==> src/rtl/prefetch_pkg.sv <==
// Shared types and default sizes for the instruction prefetch unit.
// Optional statistics counters are enabled with the PREFETCH_STATS_EN macro.
package prefetch_pkg;

    localparam int DEF_DEPTH = 4;
    localparam int DEF_AW    = 8;
    localparam int DEF_IW    = 8;

    typedef enum logic [1:0] {
        BOOT  = 2'd0,
        RUN   = 2'd1,
        DRAIN = 2'd2
    } prefetch_state_t;

    typedef struct packed {
        logic [DEF_IW-1:0] code;
        logic [DEF_AW-1:0] pc;
    } prefetch_entry_t;

endpackage

==> src/rtl/prefetch_fifo.sv <==
// Instruction queue for the prefetch unit: DEPTH entries, synchronous clear,
// head entry always visible on rdata.
module prefetch_fifo
    import prefetch_pkg::*;
#(
    parameter int  DEPTH   = DEF_DEPTH,
    parameter type entry_t = prefetch_entry_t,
    localparam int PW      = $clog2(DEPTH),
    localparam int CW      = $clog2(DEPTH + 1)
) (
    input  logic          clk,
    input  logic          rst,
    input  logic          push,
    input  logic          pop,
    input  logic          clear,
    input  entry_t        wdata,
    output entry_t        rdata,
    output logic          full,
    output logic          empty,
    output logic [CW-1:0] count
);

    entry_t        mem [DEPTH];
    logic [PW-1:0] rd_ptr;
    logic [PW-1:0] wr_ptr;
    logic          do_push;
    logic          do_pop;

    assign empty   = (count == '0);
    assign full    = (count == CW'(DEPTH));
    assign do_pop  = pop && !empty;
    assign do_push = push && (!full || do_pop);
    assign rdata   = mem[rd_ptr];

    // Pointers wrap naturally because DEPTH is a power of two.
    always_ff @(posedge clk or negedge rst) begin
        if (!rst) begin
            rd_ptr <= '0;
            wr_ptr <= '0;
            count  <= '0;
            for (int i = 0; i < DEPTH; i++) begin
                mem[i] <= '0;
            end
        end else if (clear) begin
            rd_ptr <= '0;
            wr_ptr <= '0;
            count  <= '0;
        end else begin
            if (do_push) begin
                mem[wr_ptr] <= wdata;
                wr_ptr      <= wr_ptr + 1'b1;
            end
            if (do_pop) begin
                rd_ptr <= rd_ptr + 1'b1;
            end
            count <= count + CW'(do_push) - CW'(do_pop);
        end
    end

endmodule

==> src/rtl/instr_prefetch.sv <==
// Instruction prefetch: credit-limited fetch requests, in-order response queue,
// flush/drain handling. Define PREFETCH_STATS_EN to add fetch/stall counters.
module instr_prefetch
    import prefetch_pkg::*;
#(
    parameter int DEPTH = DEF_DEPTH,
    parameter int AW    = DEF_AW,
    parameter int IW    = DEF_IW
) (
    input  logic            clk,
    input  logic            rst,
    output logic            imem_req,
    output logic [AW-1:0]   imem_addr,
    input  logic            imem_gnt,
    input  logic            imem_rvalid,
    input  logic [IW-1:0]   imem_rdata,
    input  logic            flush,
    input  logic [AW-1:0]   flush_pc,
    input  logic            stall,
    output logic            instr_valid,
    output logic [IW-1:0]   instr_code,
    output logic [AW-1:0]   instr_pc,
`ifdef PREFETCH_STATS_EN
    output logic [15:0]     fetch_count,
    output logic [15:0]     stall_count,
`endif
    output prefetch_state_t state_dbg
);

    localparam int CW = $clog2(DEPTH + 1);

    typedef struct packed {
        logic [IW-1:0] code;
        logic [AW-1:0] pc;
    } entry_t;

    prefetch_state_t state;
    prefetch_state_t state_nxt;
    logic [AW-1:0]   fetch_pc;
    logic [AW-1:0]   resp_pc;
    logic [CW-1:0]   outstanding;
    logic [CW-1:0]   outstanding_nxt;
    logic [CW-1:0]   q_count;
    logic            q_full;
    logic            q_empty;
    logic            credit_ok;
    logic            accept;
    logic            rsp;
    logic            push;
    logic            pop;
    entry_t          q_wdata;
    entry_t          q_rdata;

    // Handshake: a request transfers on a cycle with imem_req && imem_gnt; the
    // address is held until then. Responses return in order, one per cycle.
    assign credit_ok = ({1'b0, q_count} + {1'b0, outstanding}) < (CW + 1)'(DEPTH);
    assign accept    = imem_req && imem_gnt;
    assign rsp       = imem_rvalid && (outstanding != '0);
    assign outstanding_nxt = outstanding + CW'(accept) - CW'(rsp);

    assign push    = rsp && (state == RUN) && !flush && !q_full;
    assign pop     = !q_empty && !stall && !flush;
    assign q_wdata = '{code: imem_rdata, pc: resp_pc};

    assign imem_addr   = fetch_pc;
    assign instr_valid = !q_empty;
    assign instr_code  = q_rdata.code;
    assign instr_pc    = q_rdata.pc;
    assign state_dbg   = state;

    always_comb begin
        state_nxt = state;
        imem_req  = 1'b0;
        case (state)
            BOOT: state_nxt = RUN;
            RUN: begin
                imem_req = credit_ok && !flush;
                if (flush && (outstanding_nxt != '0)) begin
                    state_nxt = DRAIN;
                end
            end
            DRAIN: begin
                if (!flush && (outstanding_nxt == '0)) begin
                    state_nxt = RUN;
                end
            end
            default: state_nxt = BOOT;
        endcase
    end

    // resp_pc tracks the address of the next response that will be kept.
    always_ff @(posedge clk or negedge rst) begin
        if (!rst) begin
            state       <= BOOT;
            fetch_pc    <= '0;
            resp_pc     <= '0;
            outstanding <= '0;
        end else begin
            state       <= state_nxt;
            outstanding <= outstanding_nxt;
            if (flush) begin
                fetch_pc <= flush_pc;
                resp_pc  <= flush_pc;
            end else begin
                if (accept) begin
                    fetch_pc <= fetch_pc + 1'b1;
                end
                if (push) begin
                    resp_pc <= resp_pc + 1'b1;
                end
            end
        end
    end

    prefetch_fifo #(
        .DEPTH   (DEPTH),
        .entry_t (entry_t)
    ) u_fifo (
        .clk   (clk),
        .rst   (rst),
        .push  (push),
        .pop   (pop),
        .clear (flush),
        .wdata (q_wdata),
        .rdata (q_rdata),
        .full  (q_full),
        .empty (q_empty),
        .count (q_count)
    );

`ifdef PREFETCH_STATS_EN
    always_ff @(posedge clk or negedge rst) begin
        if (!rst) begin
            fetch_count <= '0;
            stall_count <= '0;
        end else begin
            if (pop && (fetch_count != 16'hFFFF)) begin
                fetch_count <= fetch_count + 16'd1;
            end
            if (instr_valid && stall && (stall_count != 16'hFFFF)) begin
                stall_count <= stall_count + 16'd1;
            end
        end
    end
`endif

endmodule

==> config.mk <==
export PLATFORM = sky130hd
export DESIGN_NAME = instr_prefetch
export DESIGN_NICKNAME = d
export VERILOG_FILES = /design/src/rtl/prefetch_pkg.sv /design/src/rtl/prefetch_fifo.sv /design/src/rtl/instr_prefetch.sv
export SDC_FILE = /design/constraint.sdc
export NUM_CORES = 1
export LEC_CHECK = 0
export BUFFER_PORTS_ARGS = -buffer_cell sky130_fd_sc_hd__buf_2
export CAP_MARGIN = 20
export CELL_PAD_IN_SITES_DETAIL_PLACEMENT = 2
export CELL_PAD_IN_SITES_GLOBAL_PLACEMENT = 2
export CORE_ASPECT_RATIO = 0.5
export CORE_MARGIN = 4
export CORE_UTILIZATION = 40
export DETAILED_ROUTE_END_ITERATION = 7
export PLACE_DENSITY_LB_ADDON = 0.1
export SYNTH_ARGS = -nofsm -noshare
export SYNTH_HDL_FRONTEND = slang
export SYNTH_SLANG_ARGS = --single-unit
==> constraint.sdc <==
create_clock -name clk -period 4.7 [get_ports clk]
set_clock_uncertainty 0.15 [all_clocks]
set_input_delay 0.47 -clock clk [delete_from_list [all_inputs] [get_ports clk]]
set_output_delay 0.47 -clock clk [all_outputs]
set_load 0.05 [all_outputs]
Word level (Yosys, flattened, before mapping)

Cells that the tools add are included.

Latch bits: 0
Word-level logic and storage cells: 84
Register bits: 92
Bits in read-only memories: 0
Memories kept: 0
Bits in writable memories: 0
Bits of input ports: 22

Shift operators: 0
Equality and inequality tests: 5
$lt $le $gt $ge: 4
$add $sub $neg: 9
Div/mod/pow operators: 0
Reductions and logical operators: 29
Multiply operators: 0
Bitwise operators: 3
Muxes and demuxes: 19

Operator list:

| operator                                                                     | number |
|---|---|
| 64-bit bitwise mux                                                           | 1 |
| 16-bit 2-to-1 mux                                                            | 3 |
| 16-bit binary-select mux with 2-bit select                                   | 1 |
| 16-bit demux with 2-bit select                                               | 1 |
| 8-bit 2-to-1 mux                                                             | 4 |
| 8-bit by 1-bit adder with 8-bit output, second input constant                | 2 |
| 1-bit logical AND                                                            | 13 |
| 2-bit 2-to-1 mux                                                             | 6 |
| 2-bit nonzero test                                                           | 4 |
| 3-bit by 1-bit adder with 3-bit output                                       | 2 |
| 3-bit >= comparator, second input constant                                   | 2 |
| 3-bit logical NOT                                                            | 2 |
| 2-bit inverter with 3-bit output                                             | 2 |
| 2-bit one-hot mux with 3 select lines                                        | 1 |
| 3-bit nonzero test                                                           | 2 |
| 3-bit by 1-bit subtractor with 3-bit output                                  | 2 |
| 2-bit by 1-bit adder with 2-bit output, second input constant                | 2 |
| 3-bit by 3-bit adder with 4-bit output                                       | 1 |
| 1-bit logical NOT                                                            | 4 |
| 4-bit by 3-bit less-than comparator with 1-bit output, second input constant | 1 |
| 2-bit AND reduction                                                          | 2 |
| 3-bit equality test, second input constant                                   | 1 |
| 3-bit by 1-bit less-than comparator with 1-bit output, second input constant | 1 |
| 3-bit 2-to-1 mux                                                             | 1 |
| 8 further kinds                                                              | 8 |

Logic depth before layout (Yosys ltp)

Gate-level depths: netlist of run 1.

Word-level depth: 11
Depth in mapped cells: 15
Depth with buffers taken out: 13

Cells and area by module

A second synthesis of run 1 with hierarchy kept.

Cell total of the unflattened synthesis: 325
Area total of the unflattened synthesis: 4625.7 sq um

Modules (own cells, without submodules):

| module         | area an instance (sq um) | instances | sequential area each (sq um) | cells each |
|---|---|---|---|---|
| prefetch_fifo  | 3374.5                   | 1         | 1776.7                       | 203 |
| instr_prefetch | 1251.2                   | 1         | 525.5                        | 122 |

Least setup slack after synthesis of run 1

OpenSTA, ideal clock, no wires.

Path kind: reg2reg
Start point: reg state[0], in the netlist state_dbg[0]
End point: reg state[0], in the netlist state_dbg[0]
Data required time: 4.419 ns
Data arrival time: 3.287 ns
Period minus slack after synthesis: 3.568 ns
Setup slack: 1.132 ns
Cell stages (with the launch flop): 15
Buffers on the path: 2
Cells stage by stage: dfrtp_1 > nor3b_4 > and4_1 > buf_6 > inv_4 > buf_6 > ha_1 > inv_1 > ha_1 > inv_1 > fa_1 > xnor2_1 > xnor2_1 > nor3_1 > or3_1

Longest elaborated chain between the ends: 9
Elaborated cells on any way between the ends: 15

RTL lines:

| what                                                                                       | RTL line                                   | source |
|---|---|---|
| from (decl)                                                                                | instr_prefetch.sv:37                       | `prefetch_state_t state;` |
| from (signal assigned)                                                                     | instr_prefetch.sv:99                       | `state <= state_nxt;` |
| 2-bit by 1-bit equality test with 1-bit output *                                           | instr_prefetch.sv:74                       | `case (state)` |
| 1-bit 2-to-1 mux *                                                                         | instr_prefetch.sv:74                       |  |
| 1-bit logical AND *                                                                        | instr_prefetch.sv:57                       | `assign accept = imem_req && imem_gnt;` |
| 3-bit by 1-bit adder with 3-bit output *                                                   | instr_prefetch.sv:59                       | `assign outstanding_nxt = outstanding + CW'(accept) - CW'(rsp);` |
| 3-bit by 1-bit subtractor with 3-bit output *                                              | instr_prefetch.sv:59                       |  |
| via outstanding_nxt[2]                                                                     | instr_prefetch.sv:42                       | `logic [CW-1:0] outstanding_nxt;` |
| 3-bit logical NOT or 3-bit nonzero test (tied branches)                                    | instr_prefetch.sv:83, instr_prefetch.sv:78 |  |
| 1-bit logical AND, on equally long branches                                                | instr_prefetch.sv:83, instr_prefetch.sv:78 |  |
| 2-bit != test (no source line) or 2-bit by 1-bit != test with 1-bit output (tied branches) | --                                         |  |
| 2-bit AND reduction (no source line) *                                                     | --                                         |  |

The timed path passes the listed nets; every way through them passes the cells marked *.
A chain may end at the register's enable or synchronous reset.

Worst setup path in the final report of run 1

Same ends and word-level chain as after synthesis.

==> flow_summary_export.csv, run 1 <==
group,metric,value,unit
floorplanning,dieArea,13500,sq um
route,routedWlPerCell,21.6,um
sta,relSlewSlack,35.7,%
layout,nNetsFinal,415,
worst_setup_path,worstSetupPathType,"register to register",
pwr,p_int,1940,uW
layout,drive_above_1_share,41.3,%
worst_setup_path,critical_path.startpoint_type,"register",
yosys,syn_avg_cell_area,14.0,sq um
route,drc_errors,0,
sta,period_minus_slack,3.71,ns
floorplanning,die_height,84.1,um
route,dr.max_layer_used,"met4",
clocking,cts_tree,"yes",
pwr,ir_worst_vdd,0.275,mV
floorplanning,ioPinCount,50,
layout,areaGrowthSynthToFinish,13.5,%
global_route,track_usage,18.4,%
sta,final.setup.tns,0,ns
pwr,power_frac_clock,22.5,%
worst_setup_path,critical_path_required,4.77,ns
route,drt_iter0_drc,71,
pwr,p_sw,1320,uW
yosys,synth-main-ff-cell,"dfrtp_1",
yosys,syn_inst,331,
worst_setup_path,end_kind,"register",
clocking,cts_max_level,3,
yosys,yosys.area.top_type_share,49.6,%
yosys,synthTopCellsByArea,"dfrtp_1, mux2_4, mux2_2",
yosys,yosysTopAreaCell,"dfrtp_1",
worst_setup_path,path_buf_inv,3,
global_route,grt-ovfl-total,0,
route,via_per_inst,5.50,
floorplanning,start_util,41.6,%
sta,max_freq,0.270,GHz
yosys,synth_cell_types,53,
worst_setup_path,cp_top_family,"simple AND/OR/NAND/NOR gates",
yosys,yosys_register_bits,92,
route,routed_wl,11.4,mm
floorplanning,fp.dieW,160,um
route,dr.pass1.iters,4,
placed_design,placed_cells,512,
worst_setup_path,arrival,3.78,ns
yosys,synth_edf_count,0,
yosys,synth_seq_area_share,49.6,%
clocking,post_cts_resize_count,0,
route,detail-route-antenna-nets,0,
pwr,seqPwrFrac,36.8,%
worst_setup_path,crit_fanout,12,
sta,period_share,78.9,%
worst_setup_path,crit_chain,"nor3b_4 > and4_1 > inv_4 > ha_1 > inv_1 > ha_1 > inv_1 > fa_1 > xnor2_1 > xnor2_1 > nor3_1 > or3_1",
layout,n_antenna_cell,0,
clocking,numCtsBuffers,9,
flow_run,drv_cap,0,
yosys,synth_area,4640,sq um
floorplanning,core_area,11100,sq um
clocking,clockRootBuffer,"clkbuf_16",
layout,fillerInstances,1095,
placed_design,portBuffers,49,
placed_design,gp_congestion,0.709,
route,met3_length,384,um
pwr,power.density,619,nW/um^2
worst_setup_path,slowest_delay,0.53,ns
global_route,grt_max_degree,48,
clocking,cts_setup_buffers,0,
pwr,power_frac_comb,40.8,%
route,route.layer.met1.wl,5.46,mm
min_path,worstHoldPathType,"primary input to register",
global_route,grt_pass1_vias,3387,
layout,fin_cells,528,
clocking,cts_max_path_buffers,2,
clocking,clock-sinks,92,
global_route,grt_pass1_wl,19.3,mm
clocking,clk_pin_slew_worst_paths,0.07,ns
layout,postLayoutCoreUtil,47.2,%
sta,setup_violations,0,
route,route.vias.total,2906,
sta,finalHoldViolations,0,
sta,worst_slew_pin_slew,0.965,ns
yosys,synth_nets,367,
yosys,synthArstFlopShare,100,%
placed_design,hpwl,7.70,mm
worst_setup_path,worst_path_max_delay_cell,"and4_1",
placed_design,post_dp_cell_area,4960,sq um
layout,layout_commonest_cell,"dfrtp_1",
pwr,leakagePower,0.00254,uW
placed_design,preCtsSetupSlack,0.937,ns
sta,rsz0062_at_grt,"false",
global_route,antenna_found_initial,0,
route,wl_met2,5.43,mm
layout,stdcell_area,5260,sq um
run_status,status,"finished, final reports clean",
layout,mostFrequentLayoutCells,"dfrtp_1, buf_2, mux2_2",
clocking,insertion_delay,0.34,ns
yosys,yosysWarnings,0,
pwr,power_switching_share,40.6,%
sta,drv_slew,0,
floorplanning,num_rows,27,
sta,setup_slack,0.994,ns
## per-layer routing
| layer | global-route usage (%) | vias up |
|---|---|---|
| met5 | 0 | - |
| met4 | 5.39 | 0 |
| met3 | 4.32 | 12 |
| met2 | 29.7 | 54 |
| met1 | 25.0 | 1540 |
| li1 | - | 1300 |
## final cells by class
cell class | instances | area, sq um | area share [%]
Clock buffer | 10 | 229 | 4.35
Clock inverter | 5 | 61.3 | 1.16
Inverter | 15 | 61.3 | 1.16
Multi-Input combinational cell | 208 | 2150 | 40.8
Sequential cell | 92 | 2300 | 43.7
Tap cell | 145 | 181 | 3.45
Timing Repair Buffer | 53 | 280 | 5.32
## state kept, by name, summed over array words and instances, names as in the netlist
signal	count
state_dbg	2
imem_addr	8
u_fifo.rd_ptr	2
u_fifo.wr_ptr	2
outstanding	3
resp_pc	8
u_fifo.mem	64
u_fifo.count	3
## power by group through the flow
stage	combinational (uW)	sequential [uW]	clock [uW]
detailed placement	1340	1210	0
floorplan	1030	1200	0
finish	1330	1200	732
CTS	1350	1200	754
global route	1430	1230	797
global placement	1300	1180	0
## logic make-up after synthesis
group,after synthesis,share of synthesized area (%)
flops,92,49.6
mux,84,26.6
simple gates,70,9.17
compound gates,32,4.91
buf+inv,31,4.02
fa+ha+maj,14,4.10
xor+xnor,8,1.51
## repair_timing
| item | CTS | global route |
|---|---|---|
| setup endpoints to repair | 0 | 0 |
| endpoints found under the hold margin | 2 | 0 |
| hold buffers | 1 | 0 |
## cell usage after synthesis, types with 4 or more instances
library cell,n
o21ai_0,7
or3_1,5
nor2_1,6
mux4_2,16
mux2_4,30
inv_1,12
dfrtp_1,92
ha_1,12
nor3_1,5
nand3_1,13
buf_6,4
nand2_1,16
xnor2_1,7
nand4_1,4
mux2_2,35
a21o_1,4
clkbuf_1,4
## metrics by stage
stage / hold slack, ns / total power [uW]
finish: 0.251 / 3260
global route: 0.248 / 3450
CTS: 0.243 / 3310
detailed placement: 0.339 / 2550
global placement: 0.332 / 2470
floorplan: 0.0244 / 2230
## final timing paths
| check | start | endpoint | slack, ns | cells past startpoint |
|---|---|---|---|---|
| min in group asynchronous | rst | u_fifo.mem[61]$_DFFE_PN0P_ | 0.52 | 2 |
| max in group asynchronous | rst | u_fifo.count[1]$_DFF_PN0_ | 2.80 | 3 |
| hold reg to reg | u_fifo.mem[27]$_DFFE_PN0P_ | u_fifo.mem[27]$_DFFE_PN0P_ | 0.35 | 1 |
| hold / removal | imem_rdata[6] | u_fifo.mem[30]$_DFFE_PN0P_ | 0.25 | 2 |
| setup / recovery | state_dbg[0]$_DFFE_PN0P_ | state_dbg[0]$_DFFE_PN0P_ | 0.99 | 12 |
| setup reg to reg | state_dbg[0]$_DFFE_PN0P_ | state_dbg[0]$_DFFE_PN0P_ | 0.99 | 12 |
Power figures use the tool's default switching activity.
==> inputs of run 2 (changes only) <==
Settings changed: ABC_AREA set to 1, CORE_UTILIZATION 40 to 31.
Clock period 4.7 ns to 3.2 ns, I/O delays scaled along.
==> run 2 against run 1 <==
Compared with the run above:
- via count increased by 48%
- die area increased by 30%
- flip-flop and latch count is the same
- critical endpoint is now state_dbg[1]$_DFFE_PN0P_
==> flow_summary_export.csv, run 2 <==
group,metric,value,unit
run_status,status,"finished, final reports clean",
global_route,grt-ovfl-total,0,
worst_setup_path,crit_chain,"ha_1 > nor3_2 > nand4_1 > ha_1 > inv_1 > ha_1 > inv_1 > fa_1 > inv_1 > nand2_1 > nand2_1 > nand2_1 > nand2_1 > nand3_1 > nand3_1 > nand2_1",
route,routed_wl,15.5,mm
worst_setup_path,endpoint,"state_dbg[1]$_DFFE_PN0P_",
pwr,power.density,958,nW/um^2
min_path,hold_start,"flush_pc[4]",
clocking,clockRootBuffer,"clkbuf_16",
route,drt_iter0_drc,123,
floorplanning,core_area,14800,sq um
yosys,synthTopCellsByArea,"dfrtp_1, nand2_1, o21ai_0",
sta,worst_slew_pin_slew,0.774,ns
yosys,synth_seq_area_share,48.3,%
worst_setup_path,arrival,2.95,ns
yosys,yosys.area.top_type_share,48.3,%
yosys,synthArstFlopShare,100,%
sta,drv_slew,0,
worst_setup_path,rr_endpoint,"state_dbg[1]$_DFFE_PN0P_",
clocking,clock-sinks,92,
worst_setup_path,worstSetupPathType,"register to register",
yosys,synth_cell_types,28,
layout,layout_commonest_cell,"nand2_1",
yosys,yosysMostFrequentCell,"nand2_1",
global_route,grt_pass1_wl,25.7,mm
global_route,grt_pass1_vias,4784,
clocking,insertion_delay,0.35,ns
clocking,cts_setup_buffers,0,
floorplanning,start_util,32.3,%
worst_setup_path,reg2reg_from,"outstanding[2]$_DFF_PN0_",
sta,final.setup.tns,0,ns
worst_setup_path,path_buf_inv,3,
yosys,synth_area,4770,sq um
worst_setup_path,crit_top_cell,"nand2_1",
layout,n_antenna_cell,0,
layout,top_register,"u_fifo.mem",
route,routedWlPerCell,18.3,um
route,route.vias.total,4305,
layout,areaGrowthSynthToFinish,15.5,%
worst_setup_path,critical_path_required,3.29,ns
worst_setup_path,worst_path_max_delay_cell,"dfrtp_1",
global_route,antenna_found_initial,0,
placed_design,hpwl,10.2,mm
route,dr.pass1.iters,4,
floorplanning,ioPinCount,50,
global_route,grt_max_degree,63,
worst_setup_path,cp-startpoint,"outstanding[2]$_DFF_PN0_",
pwr,power,5280,uW
yosys,syn_avg_cell_area,7.92,sq um
yosys,ys_top_cells_by_count,"nand2_1, dfrtp_1, o21ai_0, nor2_1",
yosys,synth_nets,638,
yosys,yosys_register_bits,92,
worst_setup_path,path_depth,16,
placed_design,portBuffers,49,
route,via_per_inst,5.09,
flow_run,drv_cap,0,
clocking,cts_max_path_buffers,2,
sta,period_minus_slack,2.86,ns
worst_setup_path,r2r_cells,16,
sta,relSlewSlack,48.4,%
worst_setup_path,slowest_delay,0.41,ns
layout,drive_above_1_share,14.4,%
yosys,yosysTopAreaCell,"dfrtp_1",
sta,period_share,89.5,%
yosys,syn_inst,602,
min_path,worstHoldPathType,"primary input to register",
worst_setup_path,cp_top_family,"adder cells",
layout,nNetsFinal,678,
layout,mostFrequentLayoutCells,"nand2_1, dfrtp_1, o21ai_0",
worst_setup_path,reg2reg_slack,0.34,ns
pwr,ir_worst_vdd,0.264,mV
placed_design,preCtsSetupSlack,0.222,ns
floorplanning,dieArea,17600,sq um
clocking,numCtsBuffers,9,
floorplanning,num_rows,31,
yosys,yosysWarnings,0,
sta,max_freq,0.349,GHz
worst_setup_path,critical_path.startpoint_type,"register",
sta,rsz0062_at_grt,"false",
floorplanning,die_height,95.7,um
route,detail-route-antenna-nets,0,
yosys,synth-main-ff-cell,"dfrtp_1",
clocking,cts_tree,"yes",
sta,finalHoldViolations,0,
global_route,track_usage,18.7,%
worst_setup_path,end_kind,"register",
route,drc_errors,0,
clocking,cts_max_level,3,
clocking,clk_pin_slew_worst_paths,0.07,ns
sta,setup_slack,0.335,ns
placed_design,gp_congestion,0.724,
worst_setup_path,crit_fanout,3,
yosys,synth_edf_count,0,
floorplanning,fp.dieW,183,um
layout,largest_register_ff_count,64,
pwr,leakagePower,0.00291,uW
sta,setup_violations,0,
## run 2: cell types whose count changed after synthesis, moves of 30 or more
| cell | previous run | this run |
|---|---|---|
| o21ai_0 | 7 | 59 |
| nor2_1 | 6 | 47 |
| mux2_4 | 30 | 0 |
| mux2_2 | 35 | 0 |
| nand2_1 | 16 | 193 |
| o21ai_1 | 0 | 40 |
## run 2: final cells by class
cell class	count	area [sq um]
Clock buffer	11	253
Clock inverter	5	58.8
Fill cell	1727	9270
Inverter	37	141
Multi-Input combinational cell	439	2140
Sequential cell	92	2300
Tap cell	198	248
Timing Repair Buffer	63	368
## run 2: worst min path at each step
| stage | slack (ns) | end | depth (start not counted) |
|---|---|---|---|
| final | 0.07 | resp_pc[4]$_DFFE_PN0P_ | 3 |
| after global routing | 0.09 | resp_pc[4]$_DFFE_PN0P_ | 3 |
| after CTS | 0.06 | resp_pc[4]$_DFFE_PN0P_ | 3 |
| after detailed placement | 0.17 | u_fifo.mem[8]$_DFFE_PN0P_ | 1 |
| after global placement | 0.18 | u_fifo.mem[8]$_DFFE_PN0P_ | 1 |
| after floorplan | -0.13 | imem_addr[0]$_DFFE_PN0P_ | 0 |
## run 2: timing repair
action	4_1_cts	5_1_grt
endpoints found under the hold margin	33	0
hold buffers	1	0
resized for setup	0	1
setup endpoints to repair	0	2
## run 2: through the flow
stage	utilization (%)	std cells	hold WS, ns	area, sq um
2_1_floorplan	-	602	-0.126	4770
3_3_place_gp	35.1	828	0.177	5180
3_5_place_dp	35.1	828	0.170	5180
4_1_cts	37.2	845	0.0581	5500
5_1_grt	37.3	845	0.0852	5510
6_report	37.3	845	0.0694	5510
## run 2: cell families (layout without fill, tap and decap cells)
group | count (synthesis) | count (layout) | synth area share [%]
and+or+nand+nor | 296 | 296 | 25.8
buffers and inverters | 71 | 116 | 7.06
AOI/OAI and AO/OA | 121 | 121 | 13.4
xor gates and xnor gates | 8 | 8 | 1.47
adders and majority gates | 14 | 14 | 3.99
DFF | 92 | 92 | 48.3
## run 2: worst register-to-register path, stage by stage (launching register included)
cell and delay, ns:
dfrtp_1 0.41, ha_1 0.31, nor3_2 0.15, nand4_1 0.14
ha_1 0.31, inv_1 0.05, ha_1 0.13, inv_1 0.05
fa_1 0.38, inv_1 0.08, nand2_1 0.08, nand2_1 0.10
nand2_1 0.06, nand2_1 0.10, nand3_1 0.11, nand3_1 0.10
nand2_1 0.05
## run 2: layer usage
metal  vias up  share of wire (%)  GRT usage, %
met4         0               0.85          3.72
met1      2215                 49          24.8
li1       2030                  -             -
met3        12                2.8          3.89
met5         -                  0             0
met2        48                 47          32.3
## run 2: power breakdown
group          total [uW]  switching, uW  internal, uW
sequential           1760            278          1480
combinational        2380           1770           611
clock                1140            487           651
total                5280           2530          2740
==> inputs of run 3 (changes only) <==
Settings changed: GPL_TIMING_DRIVEN set to 0.
==> run 3 against run 2 <==
Compared with the run above:
- worst setup slack worse by 0.13 ns
- largest power group unchanged
- clock power is 8% lower
- non-clock buffer count is 22 higher
- highest routed layer unchanged
- critical path depth stayed put
- routed wire length is 8.0% higher
- worst hold slack better by 0.0024 ns
- cell count is 2.6% higher
- global-route usage is 1.6 points higher
- register-to-register slack worse by 0.13 ns
- flip-flop and latch count stayed put
- total power is 0.33% lower
- clock-buffer cell count stayed put
==> flow_summary_export.csv, run 3 (same netlist as run 2, synthesis figures left out) <==
group,metric,value,unit
placed_design,gp_congestion,0.781,
min_path,hold_start,"imem_rdata[6]",
sta,worst_slew_pin_slew,0.789,ns
placed_design,hpwl,11.8,mm
layout,largest_register_ff_count,64,
layout,n_antenna_cell,0,
layout,nNetsFinal,700,
worst_setup_path,cp-startpoint,"outstanding[1]$_DFF_PN0_",
sta,relSlewSlack,47.4,%
layout,fin_cells,867,
route,drc_errors,0,
worst_setup_path,crit_chain,"ha_1 > nor3_1 > nand4_1 > ha_1 > inv_1 > ha_1 > inv_1 > fa_1 > inv_1 > nand2_1 > nand2_1 > nand2_1 > nand2_1 > nand3_1 > nand3_1 > nand2_1",
worst_setup_path,crit_fanout,5,
global_route,grt-ovfl-total,0,
clocking,clk_pin_slew_worst_paths,0.07,ns
route,routedWlPerCell,19.3,um
pwr,p_sw,2600,uW
worst_setup_path,worst_path_max_delay_cell,"dfrtp_1",
clocking,clockRootBuffer,"clkbuf_16",
global_route,grt_pass1_wl,27.1,mm
layout,drive_above_1_share,13.5,%
layout,stdcell_area,5590,sq um
worst_setup_path,reg2reg_from,"outstanding[1]$_DFF_PN0_",
min_path,worstHoldPathType,"primary input to register",
floorplanning,fp.dieW,183,um
worst_setup_path,slowest_delay,0.44,ns
floorplanning,start_util,32.3,%
sta,drv_slew,0,
layout,layout_commonest_cell,"nand2_1",
floorplanning,num_rows,31,
floorplanning,dieArea,17600,sq um
sta,period_share,93.5,%
clocking,cts_max_path_buffers,2,
min_path,hold_depth,3,
route,dr.pass1.iters,5,
layout,areaGrowthSynthToFinish,17.1,%
sta,final.setup.tns,0,ns
route,detail-route-antenna-nets,0,
worst_setup_path,worstSetupPathType,"register to register",
pwr,power.density,941,nW/um^2
placed_design,preCtsSetupSlack,-0.195,ns
global_route,grt_max_degree,52,
worst_setup_path,arrival,3.08,ns
route,route.vias.total,4381,
floorplanning,ioPinCount,50,
layout,mostFrequentLayoutCells,"nand2_1, dfrtp_1, o21ai_0",
global_route,grt_pass1_vias,4874,
global_route,antenna_found_initial,0,
sta,rsz0062_at_grt,"false",
pwr,p_int,2660,uW
route,drt_iter0_drc,178,
sta,setup_violations,0,
layout,top_register,"u_fifo.mem",
floorplanning,core_area,14800,sq um
floorplanning,die_height,95.7,um
placed_design,placed_cells,849,
run_status,status,"finished, final reports clean",
pwr,power_frac_comb,47.6,%
layout,postLayoutCoreUtil,37.8,%
route,routed_wl,16.7,mm
clocking,insertion_delay,0.35,ns
sta,setup_slack,0.209,ns
sta,finalHoldViolations,0,
pwr,power_switching_share,49.5,%
pwr,power_frac_clock,19.9,%
worst_setup_path,end_kind,"register",
clocking,cts_tree,"yes",
placed_design,post_dp_cell_area,5290,sq um
clocking,post_cts_resize_count,0,
pwr,ir_worst_vdd,0.288,mV
worst_setup_path,crit_top_cell,"nand2_1",
placed_design,portBuffers,48,
clocking,numCtsBuffers,9,
pwr,seqPwrFrac,32.5,%
global_route,track_usage,20.4,%
worst_setup_path,critical_path.startpoint_type,"register",
pwr,leakagePower,0.00293,uW
route,via_per_inst,5.05,
clocking,cts_max_level,3,
flow_run,drv_cap,0,
worst_setup_path,critical_path_required,3.29,ns
sta,period_minus_slack,2.99,ns
sta,max_freq,0.334,GHz
clocking,clock-sinks,92,
worst_setup_path,r2r_cells,16,
## run 3: cell types whose count changed in the layout (fill, tap and decap cells not counted)
| cell | change |
|---|---|
| nor3_1 | +1 |
| clkinv_4 | +2 |
| buf_16 | +1 |
| buf_6 | +7 |
| buf_12 | -1 |
| clkbuf_8 | -1 |
| bufinv_16 | -1 |
| inv_6 | -1 |
| nor3_2 | -1 |
| clkbuf_1 | +24 |
| buf_4 | -7 |
| buf_2 | -1 |
## run 3: worst paths after layout
kind                       slack [ns]                         end
min in group asynchronous        0.41  u_fifo.mem[57]$_DFFE_PN0P_
min reg2reg                      0.33  u_fifo.mem[17]$_DFFE_PN0P_
max reg2reg                      0.21    state_dbg[1]$_DFFE_PN0P_
max in group asynchronous        1.79    imem_addr[5]$_DFFE_PN0P_
max                              0.21    state_dbg[1]$_DFFE_PN0P_
min                              0.07  u_fifo.mem[14]$_DFFE_PN0P_
## run 3: per-layer routing
layer,part of all wire (%),vias up,GRT usage [%]
li1,-,2081,-
met1,49,2217,27.6
met2,46,76,34.5
met3,3.5,7,3.78
met4,0.78,0,4.28
met5,0,-,0
## run 3: stage by stage
step | power, uW | hold slack, ns
after global routing | 5650 | 0.0921
after CTS | 5340 | 0.0577
after detailed placement | 4250 | 0.277
after floorplan | 3470 | -0.126
final | 5260 | 0.0718
after global placement | 4170 | 0.304
## run 3: what timing repair did
| item | in CTS | in global routing |
|---|---|---|
| hold buffers | 1 | 0 |
| setup buffers | 1 | 0 |
| endpoints found under the setup margin | 3 | 0 |
| endpoints found under the hold margin | 50 | 0 |
## run 3: area by class of cell
type | count | area (sq um)
well taps | 198 | 248
fillers | 1742 | 9190
flip-flops and latches | 92 | 2300
repair buffers | 51 | 288
inverters | 37 | 141
clock buffers | 11 | 243
clock inverters | 5 | 37.5
plain buffers | 34 | 195
multi-input cells | 439 | 2130
## run 3: critical path, delay by kind of cell (launching register included)
family / cells / cell delay [ns]
buffers and inverters: 3 / 0.18
and+or+nand+nor: 9 / 1.02
adders and majority gates: 4 / 1.08
DFF: 1 / 0.44
## run 3: power groups by stage
stage,Clock (uW),Sequential (uW),Combinational [uW]
finish,1050,1710,2500
global route,1130,1760,2760
global placement,0,1720,2450
floorplan,0,1770,1700
CTS,1090,1710,2540
detailed placement,0,1730,2520
